===== src/rtl/avl_bus_pkg.sv =====
// Shared definitions for the Avalon-style bus bridge slice.
// Holds the command word carried through the bridge FIFO and a helper
// that sizes pointer and counter fields.
//   AVL_ADDR_W / AVL_DATA_W : widths of the fields in avl_cmd_t
//   avl_cmd_t               : {we, addr, wdata, be} command word
//   clog2_safe()            : ceil(log2(n)), never returns less than 1
package avl_bus_pkg;

    localparam int AVL_ADDR_W = 32;
    localparam int AVL_DATA_W = 32;
    localparam int AVL_BE_W   = AVL_DATA_W / 8;

    typedef struct packed {
        logic                  we;
        logic [AVL_ADDR_W-1:0] addr;
        logic [AVL_DATA_W-1:0] wdata;
        logic [AVL_BE_W-1:0]   be;
    } avl_cmd_t;

    // A one-bit field is the narrowest legal vector, so the result is
    // clamped to 1 even for value <= 2.
    function automatic int clog2_safe(input int value);
        int result;
        result = 1;
        for (int i = 1; i < 31; i++) begin
            if ((1 << i) < value) begin
                result = i + 1;
            end
        end
        return result;
    endfunction

endpackage


===== src/rtl/avl_sync_fifo.sv =====
// Synchronous FIFO of avl_cmd_t commands.
// The full and empty flags are registered so that upstream handshake
// logic sees a flop output rather than a comparator chain.
// Ports:
//   clk, rst   : rising-edge clock, asynchronous active-high reset
//   push       : write push_data (ignored while full)
//   push_data  : command to enqueue
//   pop        : drop the head entry (ignored while empty)
//   head       : oldest entry, valid while !empty
//   full/empty : registered occupancy flags
module avl_sync_fifo
    import avl_bus_pkg::*;
#(
    parameter int DEPTH = 4
) (
    input  logic     clk,
    input  logic     rst,
    input  logic     push,
    input  avl_cmd_t push_data,
    input  logic     pop,
    output avl_cmd_t head,
    output logic     full,
    output logic     empty
);

    localparam int PTR_W = clog2_safe(DEPTH);
    localparam int CNT_W = PTR_W + 1;

    avl_cmd_t          mem_q [DEPTH];
    avl_cmd_t          mem_d [DEPTH];
    logic [PTR_W-1:0]  wr_ptr_q, wr_ptr_d;
    logic [PTR_W-1:0]  rd_ptr_q, rd_ptr_d;
    logic [CNT_W-1:0]  count_q, count_d;
    logic              full_q, full_d;
    logic              empty_q, empty_d;
    logic              do_push, do_pop;

    // Pointers wrap naturally because DEPTH is a power of two. The flags
    // are derived from the next count so they are exact on the cycle after
    // every push or pop.
    always_comb begin
        do_push  = push && !full_q;
        do_pop   = pop && !empty_q;
        mem_d    = mem_q;
        wr_ptr_d = wr_ptr_q;
        rd_ptr_d = rd_ptr_q;
        if (do_push) begin
            mem_d[wr_ptr_q] = push_data;
            wr_ptr_d        = wr_ptr_q + PTR_W'(1);
        end
        if (do_pop) begin
            rd_ptr_d = rd_ptr_q + PTR_W'(1);
        end
        count_d = count_q + CNT_W'(do_push) - CNT_W'(do_pop);
        full_d  = (count_d == CNT_W'(DEPTH));
        empty_d = (count_d == '0);
    end

    always_ff @(posedge clk or posedge rst) begin
        if (rst) begin
            for (int i = 0; i < DEPTH; i++) begin
                mem_q[i] <= '0;
            end
            wr_ptr_q <= '0;
            rd_ptr_q <= '0;
            count_q  <= '0;
            full_q   <= 1'b0;
            empty_q  <= 1'b1;
        end else begin
            mem_q    <= mem_d;
            wr_ptr_q <= wr_ptr_d;
            rd_ptr_q <= rd_ptr_d;
            count_q  <= count_d;
            full_q   <= full_d;
            empty_q  <= empty_d;
        end
    end

    assign head  = mem_q[rd_ptr_q];
    assign full  = full_q;
    assign empty = empty_q;

endmodule


===== src/rtl/avl_bus_pipe_bridge.sv =====
// Pipelining bridge between one bus-controller slave port and one device.
// Accepted commands are queued in a small FIFO so device wait-states do not
// stall the bus; outstanding reads are counted so no more than
// MAX_PENDING_RD are ever in flight, and read data returns in device order.
// Ports:
//   clk, rest            : rising-edge clock, asynchronous active-high reset
//   s_address .. s_byteenable, s_read, s_write : upstream command
//   s_waitrequest        : upstream command not accepted this cycle
//   s_readdata/valid     : upstream read return
//   m_address .. m_byteenable, m_read, m_write : downstream command
//   m_waitrequest        : device stall
//   m_readdata/valid     : device read return
// Build option:
//   AVL_BUS_PIPE_BRIDGE_RDATA_REG_EN : when defined, the read return path is
//   registered (one cycle of latency); otherwise it is a gated pass-through.
module avl_bus_pipe_bridge
    import avl_bus_pkg::*;
#(
    parameter int ADDR_W         = AVL_ADDR_W,
    parameter int DATA_W         = AVL_DATA_W,
    parameter int FIFO_DEPTH     = 4,
    parameter int MAX_PENDING_RD = 4
) (
    input  logic                clk,
    input  logic                rest,
    input  logic [ADDR_W-1:0]   s_address,
    input  logic                s_read,
    input  logic                s_write,
    input  logic [DATA_W-1:0]   s_writedata,
    input  logic [DATA_W/8-1:0] s_byteenable,
    output logic                s_waitrequest,
    output logic [DATA_W-1:0]   s_readdata,
    output logic                s_readdatavalid,
    output logic [ADDR_W-1:0]   m_address,
    output logic                m_read,
    output logic                m_write,
    output logic [DATA_W-1:0]   m_writedata,
    output logic [DATA_W/8-1:0] m_byteenable,
    input  logic                m_waitrequest,
    input  logic [DATA_W-1:0]   m_readdata,
    input  logic                m_readdatavalid
);

    localparam int                BE_W     = DATA_W / 8;
    localparam int                PEND_W   = clog2_safe(MAX_PENDING_RD + 1);
    localparam logic [PEND_W-1:0] PEND_MAX = PEND_W'(MAX_PENDING_RD);

    avl_cmd_t          push_cmd, head_cmd, shown_cmd;
    avl_cmd_t          last_cmd_q, last_cmd_d;
    logic              fifo_full, fifo_empty;
    logic              accept, rd_accept, pop, pending_dec;
    logic [PEND_W-1:0] pending_q, pending_d;
    logic              rst_busy_q, rst_busy_d;

    // Upstream handshake. rst_busy_q keeps the port stalled until the first
    // clock edge after reset is released. A read+write pair is a write.
    always_comb begin
        s_waitrequest = fifo_full || (s_read && pending_q == PEND_MAX) || rest || rst_busy_q;
        accept        = (s_read || s_write) && !s_waitrequest;
        rd_accept     = accept && !s_write;
        push_cmd      = '{we:    s_write,
                          addr:  AVL_ADDR_W'(s_address),
                          wdata: AVL_DATA_W'(s_writedata),
                          be:    AVL_BE_W'(s_byteenable)};
        rst_busy_d    = 1'b0;
    end

    avl_sync_fifo #(
        .DEPTH     (FIFO_DEPTH)
    ) u_fifo (
        .clk       (clk),
        .rst       (rest),
        .push      (accept),
        .push_data (push_cmd),
        .pop       (pop),
        .head      (head_cmd),
        .full      (fifo_full),
        .empty     (fifo_empty)
    );

    // Device side. When the queue runs dry the address/data buses keep
    // showing the last command issued instead of whatever stale slot the
    // read pointer happens to land on.
    always_comb begin
        pop          = !fifo_empty && !m_waitrequest;
        last_cmd_d   = pop ? head_cmd : last_cmd_q;
        shown_cmd    = fifo_empty ? last_cmd_q : head_cmd;
        m_read       = !fifo_empty && !head_cmd.we;
        m_write      = !fifo_empty && head_cmd.we;
        m_address    = ADDR_W'(shown_cmd.addr);
        m_writedata  = DATA_W'(shown_cmd.wdata);
        m_byteenable = BE_W'(shown_cmd.be);
    end

`ifdef AVL_BUS_PIPE_BRIDGE_RDATA_REG_EN
    logic              rdv_q, rdv_d;
    logic [DATA_W-1:0] rdata_q, rdata_d;

    // A return already sitting in rdv_q has not yet been subtracted from
    // pending_q, so it is discounted before deciding whether another
    // device return still belongs to an outstanding read.
    always_comb begin
        rdv_d           = m_readdatavalid && (pending_q > PEND_W'(rdv_q));
        rdata_d         = rdv_d ? m_readdata : '0;
        pending_dec     = rdv_q;
        s_readdatavalid = rdv_q;
        s_readdata      = rdata_q;
    end

    always_ff @(posedge clk or posedge rest) begin
        if (rest) begin
            rdv_q   <= 1'b0;
            rdata_q <= '0;
        end else begin
            rdv_q   <= rdv_d;
            rdata_q <= rdata_d;
        end
    end
`else
    // Returns with nothing outstanding (e.g. a device answering a read that
    // was discarded by reset) are dropped here.
    always_comb begin
        pending_dec     = m_readdatavalid && (pending_q != '0);
        s_readdatavalid = pending_dec;
        s_readdata      = pending_dec ? m_readdata : '0;
    end
`endif

    // Outstanding read counter; a simultaneous accept and return cancel.
    always_comb begin
        pending_d = pending_q;
        if (rd_accept && !pending_dec && pending_q != PEND_MAX) begin
            pending_d = pending_q + PEND_W'(1);
        end else if (pending_dec && !rd_accept && pending_q != '0) begin
            pending_d = pending_q - PEND_W'(1);
        end
    end

    always_ff @(posedge clk or posedge rest) begin
        if (rest) begin
            pending_q  <= '0;
            last_cmd_q <= '0;
            rst_busy_q <= 1'b1;
        end else begin
            pending_q  <= pending_d;
            last_cmd_q <= last_cmd_d;
            rst_busy_q <= rst_busy_d;
        end
    end

endmodule


===== config.mk =====
export PLATFORM = sky130hd
export DESIGN_NAME = avl_bus_pipe_bridge
export DESIGN_NICKNAME = d
export VERILOG_FILES = /design/src/rtl/avl_bus_pkg.sv /design/src/rtl/avl_sync_fifo.sv /design/src/rtl/avl_bus_pipe_bridge.sv
export SDC_FILE = /design/constraint.sdc
export NUM_CORES = 1
export LEC_CHECK = 0
export ABC_AREA = 0
export CAP_MARGIN = 30
export CORE_MARGIN = 2
export CORE_UTILIZATION = 60
export DETAILED_ROUTE_END_ITERATION = 7
export PLACE_DENSITY = 0.86
export RECOVER_POWER = 25
export SETUP_SLACK_MARGIN = 0.1
export SYNTH_ARGS = -nofsm -noshare
export SYNTH_HDL_FRONTEND = slang
export SYNTH_SLANG_ARGS = --single-unit

===== constraint.sdc =====
create_clock -name clk -period 24.4 [get_ports clk]
set_clock_uncertainty 0.15 [all_clocks]
set_input_delay 4.88 -clock clk [delete_from_list [all_inputs] [get_ports clk]]
set_output_delay 4.88 -clock clk [all_outputs]
set_load 0.05 [all_outputs]

==> impl_metrics.xml, run 1 <==
<?xml version="1.0" encoding="UTF-8"?>
<metrics>
  <group name="detailed_routing">
    <metric name="remaining_antenna_violation_count_after_routing" unit="">0</metric>
    <metric name="totalWireLength" unit="um">33100</metric>
    <metric name="via_count" unit="">9046</metric>
    <metric name="drt_drc_violations_left" unit="">24</metric>
    <metric name="vias_per_cell" unit="">5.87</metric>
    <metric name="avgRoutedWirePerCell" unit="um">21.5</metric>
    <metric name="first_iter_violations" unit="">595</metric>
    <metric name="drt_pass1_iterations" unit="">6</metric>
  </group>
  <group name="sta">
    <metric name="timing.final.max_slew_violations" unit="">217</metric>
    <metric name="final.min_clock_period" unit="ps">12180</metric>
    <metric name="setup-tns-final" unit="ps">0</metric>
    <metric name="final_hold_viol_count" unit="">0</metric>
    <metric name="max_slew_margin" unit="">-2.84</metric>
    <metric name="finalWorstSetupSlack" unit="ps">12220</metric>
    <metric name="finalSetupViolations" unit="">0</metric>
    <metric name="fmax" unit="MHz">82.1</metric>
    <metric name="worstMarginPinSlew" unit="ps">5730</metric>
    <metric name="fin_crit_sh" unit="">0.499</metric>
    <metric name="rsz_0062_raised_after_global_routing" unit="">no</metric>
    <metric name="whs" unit="ps">350</metric>
  </group>
  <group name="grt">
    <metric name="track_usage" unit="">0.247</metric>
    <metric name="grt_busiest_layer" unit="">met2</metric>
    <metric name="grt_pass1_vias" unit="">10200</metric>
    <metric name="grt_antenna_before_repair" unit="">3</metric>
    <metric name="grtUsageMet1" unit="">0.322</metric>
    <metric name="wire_length_of_the_first_global_routing_pass" unit="um">54400</metric>
    <metric name="groute.layer.met2.usage" unit="">0.429</metric>
    <metric name="grt_start_max_net_pins" unit="">157</metric>
    <metric name="grt.overflow.total" unit="">0</metric>
    <metric name="grt_use_met3" unit="">0.0527</metric>
  </group>
  <group name="clocking">
    <metric name="cts_buffers" unit="">38</metric>
    <metric name="ctsLongestPathBuffers" unit="">3</metric>
    <metric name="cts.hold.buffers_added" unit="">0</metric>
    <metric name="post_cts_resize_count" unit="">0</metric>
    <metric name="worst_skew_pair.late_latency" unit="ps">510</metric>
    <metric name="clk_root_buffer_cell" unit="">sky130_fd_sc_hd__clkbuf_16</metric>
    <metric name="clock_sinks" unit="">357</metric>
    <metric name="number_of_setup_buffers_added_after_cts" unit="">0</metric>
    <metric name="cts.reportedPaths.clkPinSlew" unit="ps">60</metric>
    <metric name="cts_htree_levels" unit="">2</metric>
    <metric name="tritoncts" unit="">yes</metric>
  </group>
  <group name="cells_and_area">
    <metric name="final_cell_area" unit="um^2">19600</metric>
    <metric name="design.final.nets" unit="">1293</metric>
    <metric name="area.growth.synth_to_final" unit="%">22.4</metric>
    <metric name="post-route-util" unit="">0.751</metric>
    <metric name="final_layout_size_suffix_gt1_frac" unit="">0.466</metric>
    <metric name="fill_cells" unit="">1643</metric>
    <metric name="final_cells" unit="">1541</metric>
  </group>
  <group name="hold_path">
    <metric name="hold_path_startpoint" unit="">u_fifo.mem_q[42]</metric>
    <metric name="hold-path-endpoint" unit="">u_fifo.mem_q[42]</metric>
    <metric name="min_delay_path_depth" unit="">1</metric>
    <metric name="hold_path_class" unit="">reg2reg</metric>
  </group>
  <group name="synth">
    <metric name="synthArstFlopShare" unit="">1.00</metric>
    <metric name="netlist_area" unit="um^2">16000</metric>
    <metric name="netlist.top_cell.by_area" unit="">sky130_fd_sc_hd__dfrtp_1</metric>
    <metric name="yosysSeqAreaShare" unit="">0.557</metric>
    <metric name="netlist-cell-type-count" unit="">30</metric>
    <metric name="syn-num-nets" unit="">1095</metric>
    <metric name="synth_edf_count" unit="">0</metric>
    <metric name="synth_top_area_frac" unit="">0.554</metric>
    <metric name="ys.flop_type" unit="">sky130_fd_sc_hd__dfrtp_1</metric>
    <metric name="syn_inst" unit="">981</metric>
    <metric name="postSynthAreaPerCell" unit="um^2">16.3</metric>
    <metric name="synth_warnings" unit="">0</metric>
    <metric name="postSynthRegisterBits" unit="">357</metric>
    <metric name="netlist_top_cells_area" unit="">sky130_fd_sc_hd__dfrtp_1 55%, sky130_fd_sc_hd__mux2_2 29%, sky130_fd_sc_hd__mux4_2 9.7%, sky130_fd_sc_hd__and2_1 1.2%, sky130_fd_sc_hd__buf_2 0.84%</metric>
    <metric name="synth.cells.most_frequent" unit="">413 x sky130_fd_sc_hd__mux2_2, 355 x sky130_fd_sc_hd__dfrtp_1, 69 x sky130_fd_sc_hd__mux4_2, 32 x sky130_fd_sc_hd__and2_1, 27 x sky130_fd_sc_hd__buf_2</metric>
    <metric name="synth_most_common_cell" unit="">sky130_fd_sc_hd__mux2_2</metric>
  </group>
  <group name="setup_path">
    <metric name="reg2reg_depth" unit="">5</metric>
    <metric name="critical_path_buffers_and_inverters" unit="">2</metric>
    <metric name="end_kind" unit="">output pin</metric>
    <metric name="regToRegStartpoint" unit="">u_fifo.empty</metric>
    <metric name="critical_path.slowest_cell" unit="">sky130_fd_sc_hd__clkdlybuf4s50_1</metric>
    <metric name="crit_arrival" unit="ps">7150</metric>
    <metric name="critPathLaunchType" unit="">primary input</metric>
    <metric name="cp_max_stage_delay" unit="ps">810</metric>
    <metric name="worst-endpoint-required" unit="ps">19370</metric>
    <metric name="critical_path.cell_chain" unit="">clkdlybuf4s50_1 &gt; o31a_1 &gt; and2_1 &gt; clkdlybuf4s50_1</metric>
    <metric name="critical_path_peak_fanout" unit="">37</metric>
    <metric name="cp_most_frequent_cell" unit="">sky130_fd_sc_hd__clkdlybuf4s50_1</metric>
    <metric name="r2r_end" unit="">last_cmd_q[10]</metric>
    <metric name="ff2ff_setup_slack" unit="ps">18850</metric>
    <metric name="timing.critical_path.max_delay_family" unit="">buffers and inverters</metric>
    <metric name="type_of_the_worst_setup_path" unit="">in2out</metric>
  </group>
  <group name="placed_design">
    <metric name="dpl.cell_count" unit="">1474</metric>
    <metric name="gpl.final_weighted_congestion" unit="">0.796</metric>
    <metric name="post_place_worst_slack" unit="ps">12170</metric>
    <metric name="postPlaceCellArea" unit="um^2">18400</metric>
    <metric name="port-buffer-count" unit="">209</metric>
    <metric name="post-dp-hpwl" unit="um">19700</metric>
  </group>
  <group name="pwr">
    <metric name="pwr_density_cell" unit="nW/um^2">162</metric>
    <metric name="totalPowerFinal" unit="mW">3.18</metric>
    <metric name="p_leak" unit="nW">8.43</metric>
    <metric name="max-vdd-ir-drop" unit="uV">135</metric>
  </group>
  <group name="floorplan">
    <metric name="design.portCount" unit="">210</metric>
    <metric name="fp.dieArea" unit="um^2">28000</metric>
    <metric name="die_height" unit="um">167</metric>
    <metric name="floorplan.initialDensity" unit="">0.614</metric>
    <metric name="floorplan.die.width" unit="um">167</metric>
    <metric name="core_region_area" unit="um^2">26100</metric>
    <metric name="placement_rows" unit="">59</metric>
  </group>
  <group name="job">
    <metric name="max_cap_viol_count" unit="">4</metric>
  </group>
  <group name="status">
    <metric name="run_status" unit="">finished with violations</metric>
    <metric name="failing_checks" unit="">DRC, capacitance limit, slew limit</metric>
  </group>
</metrics>
[layout by cell type (no fill, tap or decap), types with 3 or more instances in the layout]
| cell type | count |
|---|---|
| sky130_fd_sc_hd__clkbuf_8 | 9 |
| sky130_fd_sc_hd__ha_1 | 6 |
| sky130_fd_sc_hd__clkdlybuf4s50_1 | 207 |
| sky130_fd_sc_hd__clkbuf_1 | 8 |
| sky130_fd_sc_hd__clkinv_2 | 7 |
| sky130_fd_sc_hd__xnor2_1 | 5 |
| sky130_fd_sc_hd__and2_1 | 32 |
| sky130_fd_sc_hd__buf_4 | 7 |
| sky130_fd_sc_hd__mux2_2 | 413 |
| sky130_fd_sc_hd__clkbuf_16 | 41 |
| sky130_fd_sc_hd__diode_2 | 3 |
| sky130_fd_sc_hd__nand2_4 | 4 |
| sky130_fd_sc_hd__dfrtp_1 | 353 |
| sky130_fd_sc_hd__mux4_2 | 69 |
| sky130_fd_sc_hd__inv_1 | 6 |
| sky130_fd_sc_hd__xor2_1 | 3 |
[cells by family (layout without fill, tap and decap cells)]
logic type / count (synthesis) / after routing / share of synthesized area
buffers and inverters: 70 / 292 / 0.0213
flip-flops: 357 / 357 / 0.557
AO/OA/AOI/OAI: 5 / 5 / 0.00312
AND/OR/NAND/NOR: 50 / 50 / 0.0194
other: 1 / 4 / 0.000234
multiplexers: 482 / 482 / 0.387
XOR/XNOR: 8 / 8 / 0.00437
adder cells (fa/ha/maj): 8 / 8 / 0.00718
[state kept, by name, indices dropped and copies added, names as in the netlist, 2 cells and up]
signal	flops
pending_q	3
u_fifo.wr_ptr_q	2
last_cmd_q	68
u_fifo.count_q	3
u_fifo.rd_ptr_q	2
u_fifo.mem_q	276
[final cells by class]
class	count	area, um^2	share of cell area
Tap cell	335	419	0.0214
Antenna cell	3	7.51	0.000383
Multi-Input combinational cell	554	6770	0.345
Sequential cell	357	8950	0.456
Timing Repair Buffer	221	2230	0.114
Inverter	7	27.5	0.00140
Clock inverter	8	51.3	0.00261
Clock buffer	56	1170	0.0598
[metal layers]
metal,part of all wire,routed length (um),vias to the layer above
met3,0.059,1970,43
met2,0.51,16900,231
met5,0,0,-
li1,-,-,4012
met1,0.41,13700,4760
met4,0.017,547,0
[report_power, final]
| part | switching [mW] | internal (mW) | leakage [nW] |
|---|---|---|---|
| Clock | 0.224 | 0.332 | 0.611 |
| Sequential | 0.166 | 0.887 | 4.35 |
| Combinational | 0.811 | 0.758 | 3.46 |
| Total | 1.20 | 1.98 | 8.43 |
[worst register-to-register path, stage by stage (launching register included)]
cell and delay (ps):
sky130_fd_sc_hd__dfstp_4 590, sky130_fd_sc_hd__buf_16 280, sky130_fd_sc_hd__nor2_4 130, sky130_fd_sc_hd__clkbuf_1 2060, sky130_fd_sc_hd__clkbuf_1 1740, sky130_fd_sc_hd__mux2_2 470
[worst max path at each step]
| stage | depth (start not counted) | start | endpoint |
|---|---|---|---|
| floorplan | 1 | rest | last_cmd_q[0] |
| global placement | 4 | m_readdatavalid | s_readdata[5] |
| detailed placement | 4 | m_readdatavalid | s_readdata[10] |
| CTS | 4 | m_readdatavalid | s_readdata[10] |
| global route | 4 | m_readdatavalid | s_readdata[30] |
| finish | 4 | m_readdatavalid | s_readdata[10] |
Power figures use the tool's default switching activity.
==> run 2, diff against run 1 <==
CORE_UTILIZATION = 50   (was 60)
PLACE_DENSITY = 0.76   (was 0.86)
clock period = 10.7 ns   (was 24.4 ns; I/O delays follow)
==> run 2 against run 1 <==
The flow finishes with violations (capacitance limit, slew limit). Critical path type is now in2reg. Clock-buffer cell count grew 6. Core utilization shrank 12 points. Clock power grew 140%. Worst hold slack lost 2.5 ps. First-iteration DRC count shrank 35%. Via count grew 0.33%. Critical endpoint is now last_cmd_q[40]. Design area grew 0.90%. Non-clock buffer count grew 3.
==> impl_metrics.xml, run 2 (synthesized netlist as in run 1, its figures left out) <==
<?xml version="1.0" encoding="UTF-8"?>
<metrics>
  <group name="hold_path">
    <metric name="hold_path_class" unit="">reg2reg</metric>
    <metric name="min_delay_path_depth" unit="">1</metric>
  </group>
  <group name="floorplan">
    <metric name="floorplan.die.width" unit="um">183</metric>
    <metric name="die_height" unit="um">183</metric>
    <metric name="floorplan.initialDensity" unit="">0.508</metric>
    <metric name="fp.dieArea" unit="um^2">33500</metric>
    <metric name="placement_rows" unit="">65</metric>
    <metric name="core_region_area" unit="um^2">31600</metric>
    <metric name="design.portCount" unit="">210</metric>
  </group>
  <group name="detailed_routing">
    <metric name="vias_per_cell" unit="">5.63</metric>
    <metric name="avgRoutedWirePerCell" unit="um">20.5</metric>
    <metric name="first_iter_violations" unit="">387</metric>
    <metric name="via_count" unit="">9076</metric>
    <metric name="drt_pass1_iterations" unit="">4</metric>
    <metric name="drt_drc_violations_left" unit="">0</metric>
    <metric name="remaining_antenna_violation_count_after_routing" unit="">0</metric>
    <metric name="totalWireLength" unit="um">33000</metric>
  </group>
  <group name="cells_and_area">
    <metric name="design.final.nets" unit="">1297</metric>
    <metric name="largest_register_ffs" unit="">276</metric>
    <metric name="layout_commonest_cell" unit="">sky130_fd_sc_hd__mux2_2</metric>
    <metric name="area.growth.synth_to_final" unit="%">23.5</metric>
    <metric name="max_flop_register" unit="">u_fifo.mem_q</metric>
    <metric name="layout_common_cells" unit="">413 x sky130_fd_sc_hd__mux2_2, 353 x sky130_fd_sc_hd__dfrtp_1, 207 x sky130_fd_sc_hd__clkdlybuf4s50_1, 69 x sky130_fd_sc_hd__mux4_2, 40 x sky130_fd_sc_hd__clkbuf_16</metric>
    <metric name="fill_cells" unit="">2353</metric>
    <metric name="final_layout_size_suffix_gt1_frac" unit="">0.462</metric>
    <metric name="layout_top_registers" unit="">u_fifo.mem_q x276, last_cmd_q x68</metric>
    <metric name="num_antenna_cells" unit="">0</metric>
    <metric name="area.sequential" unit="um^2">8950</metric>
    <metric name="multiInputGateArea" unit="um^2">6770</metric>
  </group>
  <group name="job">
    <metric name="max_cap_viol_count" unit="">7</metric>
  </group>
  <group name="setup_path">
    <metric name="type_of_the_worst_setup_path" unit="">in2reg</metric>
    <metric name="end_kind" unit="">flop</metric>
    <metric name="critPathLaunchType" unit="">primary input</metric>
    <metric name="reg2reg_depth" unit="">5</metric>
    <metric name="worst-endpoint-required" unit="ps">10940</metric>
    <metric name="crit_arrival" unit="ps">7150</metric>
    <metric name="critical_path_peak_fanout" unit="">44</metric>
  </group>
  <group name="clocking">
    <metric name="worst_skew_pair.late_latency" unit="ps">520</metric>
    <metric name="cts.reportedPaths.clkPinSlew" unit="ps">60</metric>
    <metric name="cts_htree_levels" unit="">2</metric>
    <metric name="cts_buffers" unit="">39</metric>
    <metric name="clk_root_buffer_cell" unit="">sky130_fd_sc_hd__clkbuf_16</metric>
    <metric name="ctsLongestPathBuffers" unit="">3</metric>
    <metric name="cts.hold.buffers_added" unit="">0</metric>
    <metric name="clock_sinks" unit="">357</metric>
    <metric name="tritoncts" unit="">yes</metric>
    <metric name="post_cts_resize_count" unit="">0</metric>
    <metric name="number_of_setup_buffers_added_after_cts" unit="">0</metric>
  </group>
  <group name="sta">
    <metric name="fin_crit_sh" unit="">0.646</metric>
    <metric name="max_slew_margin" unit="">-1.37</metric>
    <metric name="final.min_clock_period" unit="ps">6910</metric>
    <metric name="finalSetupViolations" unit="">0</metric>
    <metric name="rsz_0062_raised_after_global_routing" unit="">no</metric>
    <metric name="setup-tns-final" unit="ps">0</metric>
    <metric name="timing.final.max_slew_violations" unit="">303</metric>
    <metric name="final_hold_viol_count" unit="">0</metric>
    <metric name="worstMarginPinSlew" unit="ps">3560</metric>
    <metric name="fmax" unit="MHz">145</metric>
  </group>
  <group name="grt">
    <metric name="grt_antenna_before_repair" unit="">2</metric>
    <metric name="track_usage" unit="">0.202</metric>
    <metric name="grt_start_max_net_pins" unit="">77</metric>
    <metric name="grt.overflow.total" unit="">0</metric>
    <metric name="grt_use_met3" unit="">0.0437</metric>
    <metric name="grtUsageMet1" unit="">0.277</metric>
    <metric name="grt_pass1_vias" unit="">9844</metric>
    <metric name="wire_length_of_the_first_global_routing_pass" unit="um">53200</metric>
    <metric name="groute.layer.met2.usage" unit="">0.335</metric>
    <metric name="grt_busiest_layer" unit="">met2</metric>
  </group>
  <group name="placed_design">
    <metric name="post-dp-hpwl" unit="um">20100</metric>
    <metric name="gpl.final_weighted_congestion" unit="">0.766</metric>
    <metric name="port-buffer-count" unit="">209</metric>
  </group>
  <group name="status">
    <metric name="failing_checks" unit="">capacitance limit, slew limit</metric>
    <metric name="run_status" unit="">finished with violations</metric>
  </group>
  <group name="pwr">
    <metric name="max-vdd-ir-drop" unit="uV">372</metric>
    <metric name="power_frac_seq" unit="">0.329</metric>
    <metric name="p_leak" unit="nW">8.46</metric>
    <metric name="power.switching" unit="mW">2.74</metric>
    <metric name="part_of_the_power_in_the_clock_network" unit="">0.186</metric>
    <metric name="totalPowerFinal" unit="mW">7.33</metric>
    <metric name="internal_power" unit="mW">4.59</metric>
    <metric name="fraction_of_power_spent_switching_nets" unit="">0.374</metric>
    <metric name="power.combinational.fraction" unit="">0.486</metric>
    <metric name="pwr_density_cell" unit="nW/um^2">370</metric>
  </group>
</metrics>
==> run 2: power by group through the flow <==
| stage | Clock (mW) | Sequential (mW) | Combinational [mW] |
|---|---|---|---|
| 2_1_floorplan | 0 | 2.24 | 2.77 |
| 3_3_place_gp | 0 | 2.41 | 3.51 |
| 3_5_place_dp | 0 | 2.43 | 3.58 |
| 4_1_cts | 1.40 | 2.41 | 3.60 |
| 5_1_grt | 1.46 | 2.50 | 3.77 |
| 6_report | 1.36 | 2.41 | 3.56 |
==> run 2: worst max-delay path, stage by stage <==
cell and delay [ps]:
sky130_fd_sc_hd__dlygate4sd3_1 570, sky130_fd_sc_hd__nor2_4 100, sky130_fd_sc_hd__clkbuf_1 1510, sky130_fd_sc_hd__clkbuf_1 2300
sky130_fd_sc_hd__mux2_2 500
==> run 2: layout make-up <==
type / count / area share
Clock buffer: 62 / 0.0608
Clock inverter: 7 / 0.00632
Inverter: 7 / 0.00139
Multi-Input combinational cell: 554 / 0.342
Sequential cell: 357 / 0.452
Tap cell: 402 / 0.0254
Timing Repair Buffer: 224 / 0.112
==> run 2: path summary, 6_finish.rpt <==
| check | start | to | slack, ps |
|---|---|---|---|
| worst max-delay path | m_waitrequest | last_cmd_q[40] | 3790 |
| worst min-delay path | u_fifo.mem_q[152] | u_fifo.mem_q[152] | 350 |
| worst max register to register | u_fifo.empty | last_cmd_q[40] | 5040 |
| worst min register to register | u_fifo.mem_q[152] | u_fifo.mem_q[152] | 350 |
| max in group asynchronous | rest | last_cmd_q[14] | 3970 |
| min in group asynchronous | rest | u_fifo.mem_q[127] | 2420 |
==> run 2: routing by layer <==
layer | wire length, um | vias up
met5 | 24 | -
met4 | 483 | 4
met3 | 1590 | 42
met2 | 16200 | 202
met1 | 14700 | 4811
li1 | - | 4017
==> run 2: stage by stage <==
step,std cells,area [um^2],setup WS (ps),util,hold slack [ps]
detailed placement,1543,18500,3990,0.586,337
CTS,1612,19800,3990,0.628,350
floorplan,981,16000,3630,-,311
finish,1613,19800,3790,0.627,347
global route,1613,19800,2960,0.627,355
global placement,1542,18500,4080,0.585,331
==> run 3, diff against run 2 <==
clock period = 6 ns   (was 10.7 ns; I/O delays follow)
==> run 3 against run 2 <==
The run still ends with capacitance limit, slew limit left. Global-route usage grew 0.15 points. Final cell count is essentially flat. Die area is the same. Design area shrank 0.59%. Clock power grew 65%. Largest power group unchanged. Highest routed layer unchanged.
==> impl_metrics.xml, run 3 (synthesized netlist as in run 1, its figures left out) <==
<?xml version="1.0" encoding="UTF-8"?>
<metrics>
  <group name="status">
    <metric name="run_status" unit="">finished with violations</metric>
    <metric name="failing_checks" unit="">capacitance limit, slew limit</metric>
  </group>
  <group name="floorplan">
    <metric name="placement_rows" unit="">65</metric>
    <metric name="core_region_area" unit="um^2">31600</metric>
    <metric name="design.portCount" unit="">210</metric>
    <metric name="floorplan.die.width" unit="um">183</metric>
    <metric name="die_height" unit="um">183</metric>
    <metric name="floorplan.initialDensity" unit="">0.508</metric>
    <metric name="fp.dieArea" unit="um^2">33500</metric>
  </group>
  <group name="sta">
    <metric name="final.min_clock_period" unit="ps">5070</metric>
    <metric name="setup-tns-final" unit="ps">0</metric>
    <metric name="max_slew_margin" unit="">-0.691</metric>
    <metric name="final_hold_viol_count" unit="">0</metric>
    <metric name="fin_crit_sh" unit="">0.846</metric>
    <metric name="timing.final.max_slew_violations" unit="">137</metric>
    <metric name="finalWorstSetupSlack" unit="ps">926</metric>
    <metric name="rsz_0062_raised_after_global_routing" unit="">no</metric>
    <metric name="worstMarginPinSlew" unit="ps">2540</metric>
    <metric name="fmax" unit="MHz">197</metric>
    <metric name="finalSetupViolations" unit="">0</metric>
  </group>
  <group name="setup_path">
    <metric name="end_kind" unit="">flop</metric>
    <metric name="type_of_the_worst_setup_path" unit="">in2reg</metric>
    <metric name="timing.critical_path.from" unit="">rest</metric>
    <metric name="critical_path_peak_fanout" unit="">37</metric>
    <metric name="crit_arrival" unit="ps">5310</metric>
    <metric name="regToRegStartpoint" unit="">u_fifo.full</metric>
    <metric name="worst-endpoint-required" unit="ps">6240</metric>
    <metric name="critPathLaunchType" unit="">primary input</metric>
  </group>
  <group name="clocking">
    <metric name="clk_root_buffer_cell" unit="">sky130_fd_sc_hd__clkbuf_16</metric>
    <metric name="post_cts_resize_count" unit="">0</metric>
    <metric name="cts_htree_levels" unit="">2</metric>
    <metric name="ctsLongestPathBuffers" unit="">3</metric>
    <metric name="worst_skew_pair.late_latency" unit="ps">510</metric>
    <metric name="cts.reportedPaths.clkPinSlew" unit="ps">50</metric>
    <metric name="cts_buffers" unit="">39</metric>
    <metric name="number_of_setup_buffers_added_after_cts" unit="">0</metric>
    <metric name="cts.hold.buffers_added" unit="">0</metric>
    <metric name="tritoncts" unit="">yes</metric>
    <metric name="clock_sinks" unit="">357</metric>
  </group>
  <group name="cells_and_area">
    <metric name="area.growth.synth_to_final" unit="%">22.7</metric>
    <metric name="design.final.nets" unit="">1299</metric>
    <metric name="layout_top_registers" unit="">u_fifo.mem_q x276, last_cmd_q x68</metric>
    <metric name="final_layout_size_suffix_gt1_frac" unit="">0.459</metric>
    <metric name="layout_common_cells" unit="">413 x sky130_fd_sc_hd__mux2_2, 353 x sky130_fd_sc_hd__dfrtp_1, 207 x sky130_fd_sc_hd__clkdlybuf4s50_1, 69 x sky130_fd_sc_hd__mux4_2, 41 x sky130_fd_sc_hd__clkbuf_16</metric>
    <metric name="largest_register_ffs" unit="">276</metric>
    <metric name="max_flop_register" unit="">u_fifo.mem_q</metric>
    <metric name="layout_commonest_cell" unit="">sky130_fd_sc_hd__mux2_2</metric>
  </group>
  <group name="detailed_routing">
    <metric name="drt_drc_violations_left" unit="">0</metric>
    <metric name="remaining_antenna_violation_count_after_routing" unit="">0</metric>
    <metric name="totalWireLength" unit="um">33000</metric>
    <metric name="drt_pass1_iterations" unit="">4</metric>
    <metric name="vias_per_cell" unit="">5.58</metric>
    <metric name="first_iter_violations" unit="">365</metric>
    <metric name="via_count" unit="">9013</metric>
    <metric name="avgRoutedWirePerCell" unit="um">20.4</metric>
  </group>
  <group name="pwr">
    <metric name="pwr_density_cell" unit="nW/um^2">655</metric>
    <metric name="p_leak" unit="nW">8.40</metric>
    <metric name="max-vdd-ir-drop" unit="uV">606</metric>
    <metric name="totalPowerFinal" unit="mW">12.9</metric>
  </group>
  <group name="grt">
    <metric name="grt_use_met3" unit="">0.0435</metric>
    <metric name="grt.overflow.total" unit="">0</metric>
    <metric name="track_usage" unit="">0.204</metric>
    <metric name="grt_busiest_layer" unit="">met2</metric>
    <metric name="grtUsageMet1" unit="">0.272</metric>
    <metric name="wire_length_of_the_first_global_routing_pass" unit="um">53800</metric>
    <metric name="grt_start_max_net_pins" unit="">191</metric>
    <metric name="grt_pass1_vias" unit="">9964</metric>
    <metric name="grt_antenna_before_repair" unit="">2</metric>
    <metric name="groute.layer.met2.usage" unit="">0.344</metric>
  </group>
  <group name="placed_design">
    <metric name="post_place_worst_slack" unit="ps">1150</metric>
    <metric name="port-buffer-count" unit="">209</metric>
    <metric name="gpl.final_weighted_congestion" unit="">0.778</metric>
    <metric name="post-dp-hpwl" unit="um">20100</metric>
  </group>
  <group name="hold_path">
    <metric name="hold_path_class" unit="">reg2reg</metric>
    <metric name="hold_path_startpoint" unit="">pending_q[2]</metric>
  </group>
  <group name="job">
    <metric name="max_cap_viol_count" unit="">4</metric>
  </group>
</metrics>
-- run 3: critical path, cell delays in order --
cell                            delay [ps]
sky130_fd_sc_hd__dlygate4sd3_1         550
sky130_fd_sc_hd__or3_1                 410
sky130_fd_sc_hd__a211oi_1             1490
sky130_fd_sc_hd__nand2_4               760
sky130_fd_sc_hd__buf_4                 540
sky130_fd_sc_hd__mux2_2                340
-- run 3: area by class of cell --
cell class | instances | area, um^2
inverters | 7 | 27.5
clock inverters | 2 | 12.5
diodes | 2 | 5.00
well taps | 402 | 503
fillers | 2339 | 11900
flip-flops and latches | 357 | 8950
repair buffers | 226 | 2240
clock buffers | 64 | 1180
multi-input cells | 554 | 6760
-- run 3: metal layers --
metal,share of wire,up-vias
met2,0.49,213
met4,0.018,2
li1,-,4029
met5,0.00027,-
met3,0.051,53
met1,0.44,4716
-- run 3: worst paths after layout --
path,slack [ps],to,cells after the start
max in group asynchronous,1630,u_fifo.mem_q[16],3
worst max register to register,1770,u_fifo.mem_q[108],5
min in group asynchronous,1210,u_fifo.mem_q[73],2
worst max-delay path,930,u_fifo.mem_q[108],6
worst min register to register,340,pending_q[2],1
worst min-delay path,340,pending_q[2],1
-- run 3: where the power goes --
part           total [mW]  switching, mW  internal (mW)
clock network        2.24          0.907           1.34
registers            4.29          0.691           3.60
logic                6.34           3.26           3.09
total                12.9           4.85           8.03
-- run 3: through the flow --
step / area [um^2] / instances / utilization / hold slack (ps)
4_1_cts: 19700 / 1612 / 0.625 / 350
2_1_floorplan: 16000 / 981 / - / 311
6_report: 19700 / 1614 / 0.624 / 344
5_1_grt: 19700 / 1613 / 0.623 / 358
3_3_place_gp: 18500 / 1545 / 0.586 / 331
3_5_place_dp: 18500 / 1546 / 0.587 / 337
==> RTL edit: new RTL, settings of run 3 <==
Change the parameter `MAX_PENDING_RD` from 4 to 6.
--- a/src/rtl/avl_bus_pipe_bridge.sv
+++ b/src/rtl/avl_bus_pipe_bridge.sv
@@ -20,5 +20,5 @@
     parameter int DATA_W         = AVL_DATA_W,
     parameter int FIFO_DEPTH     = 4,
-    parameter int MAX_PENDING_RD = 4
+    parameter int MAX_PENDING_RD = 6
 ) (
     input  logic                clk,
Function: changed (a bounded check fails within 10 cycles, from zero or initial values).
==> RTL edit against run 3 <==
  * Non-clock buffer count is 1 lower
  * Largest cell class unchanged
  * Wire length is 1.2% higher
  * Synthesized cell count stayed put
  * Total power is 1.3% higher
  * Clock power is 6% higher
  * Sequential power hardly changed
  * Sequential cell count stayed put
  * Setup slack worse by 77 ps
  * Area after synthesis is 0.12% lower
  * First-iteration DRC count is 2.7% higher
  * The run still ends with capacitance limit, slew limit left
  * Final area is 0.64% higher
==> RTL edit: results (changes against run 3) <==
- Synth Area in XOR/XNOR: 0.00438 (+0.00000512)
- GPL Wtd Cong: 0.790 (+1.6%)
- Synth top area cells: dfrtp_1, mux2_2, mux4_2, and2_1, clkbuf_1
- CP startpoint: u_fifo.empty
- Pre-Repair DR Iteration Count: 6 (+2)
- Synth unique cells: 31 (+3.3%)
- Placed inst area: 0.0185 sq mm (+0.17%)
- Part of the Yosys area used for sequential elements: 0.558 (+0.000653)
- Outcome: finished, violations left
- WHS: 347 ps (+2.81 ps)
- Comb power frac: 0.489 (-0.003)
- Reported max-cap violation count: 3 (-1)
- Pleak: 0.00849 uW (+0.99%)
- Internal: 8130 uW (+1.2%)
- Vias: 9074 (+0.68%)
- GRT Util Overall: 0.205 (+0.00106)
- Final Worst Setup Slack: 850 ps (-76.5 ps)
- Global-route wire length before repair: 53.9 mm (+0.26%)
- Worst-Margin Slew: 1940 ps (-596 ps)
- Critical path arrival: 3800 ps (-1510 ps)
- Failing checks: capacitance limit, slew limit
- Adder-cell share of the synthesized area: 0.00719 (+0.00000841)
- Count of final max-slew check failures: 139 (+1.5%)
- DR iter-0 viols: 375 (+2.7%)
- Total Wirelength: 33.4 mm (+1.2%)
- Nets: 1298 (-0.077%)
- DP HPWL: 20.2 mm (+0.35%)
- Top post-synthesis cells by count: mux2_2, dfrtp_1, mux4_2
- Vias in the first global route: 9940 (-0.24%)
- Antenna Cells: 0 (-2)
- Share of cells above drive strength 1: 0.470 (+0.0108)
[RTL edit: cell types whose count changed after synthesis, sizes merged]
cell,before,now
nor3b,2,1
clkbuf,24,40
buf,39,23
and3b,0,1
[RTL edit: worst max-delay path, cell delays in order, from the launching register on]
cell and delay [ps]:
dfstp_1 1800, buf_16 330, mux2_2 420, clkdlybuf4s50_1 720
[RTL edit: layout make-up]
cell class / count / area, sq um / share of cell area
clock buffers: 59 / 1200 / 0.0608
clock inverters: 12 / 88.8 / 0.00449
inverters: 7 / 27.5 / 0.00139
multi-input cells: 554 / 6780 / 0.342
flip-flops and latches: 357 / 8940 / 0.452
well taps: 402 / 503 / 0.0254
repair buffers: 225 / 2260 / 0.114
[RTL edit: layer usage]
layer	global-route usage	wire length, um	vias up
met1	0.281	14900	4809
met4	0.0403	456	4
met3	0.0411	1650	42
met2	0.344	16300	208
li1	-	-	4011
met5	0	25	-
